**src/rtl/omsp_hkdf_key_loader.sv**
```systemverilog
// HKDF derived-key collector: packs 16-bit words into a key buffer and commits it
// to the SPM key store over a req/ack handshake, zeroising the buffer afterwards.
module omsp_hkdf_key_loader #(
    parameter int KEY_WORDS = 8,
    parameter int CNT_W     = 4
) (
    input  logic                    clk,
    input  logic                    reset,
    input  logic                    clear,
    input  logic                    write_key,
    input  logic [15:0]             key_word,
    input  logic                    commit,
    input  logic                    key_wr_ack,
    output logic                    key_wr_en,
    output logic [16*KEY_WORDS-1:0] key_out,
    output logic [CNT_W-1:0]        word_count,
    output logic                    full,
    output logic                    done,
    output logic                    error
);

    localparam int KW = 16 * KEY_WORDS;
    localparam logic [CNT_W-1:0] LAST_IDX = CNT_W'(KEY_WORDS - 1);

    typedef enum logic [2:0] {
        S_IDLE    = 3'd0,
        S_COLLECT = 3'd1,
        S_FULL    = 3'd2,
        S_COMMIT  = 3'd3,
        S_DONE    = 3'd4
    } state_t;

    state_t            state, state_nxt;
    logic [KW-1:0]     buffer, buffer_nxt;
    logic [CNT_W-1:0]  count, count_nxt;
    logic              error_nxt;
    logic              key_wr_en_nxt;
    logic              full_nxt;
    logic              done_nxt;

    // State register plus all registered outputs and datapath.
    always_ff @(posedge clk or posedge reset) begin
        if (reset) begin
            state     <= S_IDLE;
            buffer    <= '0;
            count     <= '0;
            error     <= 1'b0;
            key_wr_en <= 1'b0;
            full      <= 1'b0;
            done      <= 1'b0;
        end else begin
            state     <= state_nxt;
            buffer    <= buffer_nxt;
            count     <= count_nxt;
            error     <= error_nxt;
            key_wr_en <= key_wr_en_nxt;
            full      <= full_nxt;
            done      <= done_nxt;
        end
    end

    // Next-state logic; clear overrides everything.
    always_comb begin
        state_nxt = state;
        if (clear) begin
            state_nxt = S_IDLE;
        end else begin
            case (state)
                S_IDLE, S_DONE: begin
                    if (commit)
                        state_nxt = S_IDLE;
                    else if (write_key)
                        state_nxt = (KEY_WORDS == 1) ? S_FULL : S_COLLECT;
                    else
                        state_nxt = S_IDLE;
                end
                S_COLLECT: begin
                    if (commit)
                        state_nxt = S_IDLE;
                    else if (write_key && count == LAST_IDX)
                        state_nxt = S_FULL;
                end
                S_FULL: begin
                    // Overflow takes precedence over a coincident commit.
                    if (write_key)
                        state_nxt = S_IDLE;
                    else if (commit)
                        state_nxt = S_COMMIT;
                end
                S_COMMIT: begin
                    if (key_wr_ack)
                        state_nxt = S_DONE;
                end
                default: state_nxt = S_IDLE;
            endcase
        end
    end

    // Datapath and registered-output next values.
    always_comb begin
        buffer_nxt = buffer;
        count_nxt  = count;
        error_nxt  = error;
        if (clear) begin
            buffer_nxt = '0;
            count_nxt  = '0;
            error_nxt  = 1'b0;
        end else begin
            case (state)
                S_IDLE, S_COLLECT, S_DONE: begin
                    if (commit) begin
                        error_nxt  = 1'b1;
                        buffer_nxt = '0;
                        count_nxt  = '0;
                    end else if (write_key) begin
                        buffer_nxt = KW'({buffer, key_word});
                        count_nxt  = count + CNT_W'(1);
                    end
                end
                S_FULL: begin
                    if (write_key) begin
                        error_nxt  = 1'b1;
                        buffer_nxt = '0;
                        count_nxt  = '0;
                    end
                end
                S_COMMIT: begin
                    if (key_wr_ack) begin
                        buffer_nxt = '0;
                        count_nxt  = '0;
                    end
                end
                default: begin
                    buffer_nxt = '0;
                    count_nxt  = '0;
                end
            endcase
        end
        key_wr_en_nxt = (state_nxt == S_COMMIT);
        full_nxt      = (state_nxt == S_FULL);
        done_nxt      = (state_nxt == S_DONE);
    end

    assign word_count = count;
    // Key material is only visible on the bus while a write is requested.
    assign key_out    = buffer & {KW{key_wr_en}};

endmodule

```
**config.mk**
```make
export PLATFORM = sky130hd
export DESIGN_NAME = omsp_hkdf_key_loader
export DESIGN_NICKNAME = d
export VERILOG_FILES = /design/src/rtl/omsp_hkdf_key_loader.sv
export SDC_FILE = /design/constraint.sdc
export NUM_CORES = 1
export LEC_CHECK = 0
export BUFFER_PORTS_ARGS = -buffer_cell sky130_fd_sc_hd__buf_2
export CAP_MARGIN = 20
export CORE_MARGIN = 2
export CORE_UTILIZATION = 25
export DETAILED_ROUTE_END_ITERATION = 8
export PLACE_DENSITY_LB_ADDON = 0.08
export SLEW_MARGIN = 20
export SYNTH_ARGS = -nofsm -noshare
export SYNTH_HDL_FRONTEND = slang
export SYNTH_SLANG_ARGS = --single-unit
```
**constraint.sdc**
```tcl
create_clock -name clk -period 12.1 [get_ports clk]
set_input_delay 1.21 -clock clk [delete_from_list [all_inputs] [get_ports clk]]
set_output_delay 1.21 -clock clk [all_outputs]
set_load 0.05 [all_outputs]
```
==> results.md <==
- Outcome: complete, no violations
- Overflow after GRT: 0
- Setup ws final: 8.888 ns
- FILL cells: 2835
- Cell area after synthesis: 6716 um2
- # clock sinks: 139
- Pre-antenna DRT Iters: 4
- Vias per Instance: 4.720
- Antenna cells: 0
- Least-Margin Pin Slew: 1.033 ns
- Clock skew: 0.009553 ns
- Core area: 26210 um2
- Syn Inst Count: 777
- Fraction of the mapped netlist area in compound gates: 11.36%
- Max-slew violations: 0
- Main combinational cell family by area after synthesis: simple AND/OR/NAND/NOR gates
- Top cells by count, synth: dfrtp_1 (139), nand2_1 (134), a21oi_1 (133), nand3_1 (130), and2_1 (128)
- First-pass GRT wire length: 36040 um
- Relative slew slack: 31.13%
- Fraction of layout cells with a size suffix above 1: 22.80%
- FMAX: 0.3113 GHz
- Static Leakage: 3.853 nW
- Top Ports: 158
- TNS Setup: 0 ns
- Fin crit period: 3.212 ns
- Clk slew on worst S/H paths: 0.06 ns
- # rows: 59
- CTS tree: done
- Yosys top cell by area: dfrtp_1
- Multiplexer area fraction after synthesis: 0.1490%
- Max FO, Critical Path: 77
- Crit path capture type: output pin
- Reg power frac: 43.5%
- Async SR Flop Fraction: 100.0%
- Drt first-iter violations: 327
- DRC: 0
- WL final: 22730 um
- Combinational share of power: 6.3%
- Clock Latency Late Sink: 0.42 ns
- Worst min path class: reg2reg
- Setup violators final: 0
- Maxcap violations: 0
- Maximum vdd ir drop: 0.00004988 V
- Sw Share: 24.87%
- RSZ-0062 raised after global routing: no
- Die ar.: 28190 um2
- Synthesis Warnings: 0
- Initial core utilization: 25.63%
- Area fraction of the dominant cell type after synthesis: 51.79%
- Initial antenna violation count: 0
- CTS root buf: clkbuf_16
- Longest Clk Path Bufs: 2
- Vias in the first global route: 6040
- Internal: 0.0008179 W
- Wirelength per Cell: 18.42 um
- Tot GR Track Use: 16.33%
- # hold bufs at CTS: 0
- Adder-Cell Fraction of Synth Area: 0.1863%
- EDFF count, synth: 0
- Placer Congestion: 0.7607
- H-Tree Depth: 4
- Simple-gate share of the synthesized area: 31.24%
- Seq/Total Area, Yosys: 51.79%
- Clock buffer count from CTS: 17
- Post-CTS Setup Repair Bufs: 0
- Hold Vio Cnt, Final: 0
- #FFs+latches synth: 139
- Remaining antenna violation count after routing: 0
- WP data arrival: 2.00 ns
- Power Dens Cells: 131.0 nW/um2
- Nets@finish: 909
- Synth area leaders: dfrtp_1 (52%), and2_1 (12%), a21oi_1 (9.9%)
- Post-Syn Nets: 800
- Synth Area in XOR/XNOR: 0%
- Syn Area/Cell: 8.644 um2
- Worst EP required: 10.89 ns
- CP startpoint kind: flop
- PostCTS Resize Cnt: 0
- Die width: 167.9 um
- Psw: 0.0002708 W
- Unique masters post-synth: 33
- Ys flop type: dfrtp_1
- R2R Setup Slk: 9.24 ns
- P&R area growth vs syn: 23.73%
- Port bufs: 157
- Routed via count: 5825
- Post-detail-place hpwl: 13950 um
- Crit Path Class: reg2out
- Tcrit/Tclk final: 26.55%
- Clock power share: 50.2%
- Largest net degree at the start of global routing: 130
- Dpl ws: 8.434 ns
- Chip height: 167.9 um
- Most frequent cell after synthesis: dfrtp_1
## routing by layer
layer | share of wire [%] | track usage (%)
met1 | 48 | 22.81
met4 | 1.1 | 4.045
met2 | 47 | 25.60
met3 | 4.5 | 3.808
met5 | 0 | 0
## critical path, cell delays in order, from the launching register on
cell	delay, ns
dfrtp_4	0.73
buf_12	0.30
and2_1	0.23
buf_2	0.28
## cell usage in the layout (no fill, tap or decap), types with 2 or more instances in the layout
cell type / Yosys / layout
a21oi_1: 133 / 133
nor2_1: 5 / 5
inv_1: 3 / 2
clkbuf_16: 0 / 17
dfrtp_1: 139 / 138
nand2b_1: 3 / 3
inv_6: 0 / 2
bufinv_16: 0 / 2
buf_4: 11 / 8
nand2_1: 134 / 134
clkinvlp_4: 0 / 5
o21ai_0: 3 / 3
buf_2: 15 / 156
and2_1: 128 / 128
clkbuf_8: 0 / 6
nand3_1: 130 / 130
nor2b_1: 4 / 4
nor3b_1: 2 / 2
## sequential cells by signal, indices dropped and copies added (netlist names)
signal      flops
full            1
key_wr_en       1
buffer        128
done            1
state           3
error           1
word_count      4
## power groups by stage
stage | registers (W) | clock network (W) | logic (W)
5_1_grt | 0.000474 | 0.000582 | 0.0000770
4_1_cts | 0.000474 | 0.000560 | 0.0000710
2_1_floorplan | 0.000482 | 0 | 0.0000496
6_report | 0.000474 | 0.000546 | 0.0000687
3_3_place_gp | 0.000482 | 0 | 0.0000714
3_5_place_dp | 0.000482 | 0 | 0.0000710
## per-stage QoR
step	area (um2)	utilization, %	total power, W	instances	hold WS [ns]
2_1_floorplan	6716	-	0.0005315	777	0.4913
3_3_place_gp	7672	29.28	0.0005536	1201	0.5028
3_5_place_dp	7672	29.28	0.0005531	1201	0.5094
4_1_cts	8290	31.64	0.001104	1233	0.5179
5_1_grt	8310	31.71	0.001133	1234	0.5363
6_report	8310	31.71	0.001089	1234	0.5122
## path summary, 6_finish.rpt
path,startpoint,endpoint,depth (start not counted)
setup / recovery,key_wr_en,key_out[92],3
max in group asynchronous,reset,buffer[58],3
setup reg to reg,state[1],word_count[2],5
min in group asynchronous,reset,buffer[15],2
hold reg to reg,buffer[114],buffer[114],2
hold / removal,buffer[114],buffer[114],2
## area by class of cell
cell class / instances / area (um2) / share of cell area (%)
Multi-Input combinational cell: 560 / 2914 / 35.06
Clock buffer: 24 / 511.7 / 6.158
Tap cell: 335 / 419.2 / 5.044
Timing Repair Buffer: 165 / 860.8 / 10.36
Inverter: 3 / 16.27 / 0.1957
Sequential cell: 139 / 3482 / 41.90
Clock inverter: 8 / 106.4 / 1.280
## logic make-up after synthesis
| group | after synthesis |
|---|---|
| and+or+nand+nor | 414 |
| DFF | 139 |
| adders and majority gates | 1 |
| muxes | 1 |
| buffers and inverters | 78 |
| AOI/OAI and AO/OA | 144 |
Power figures use the tool's default switching activity.
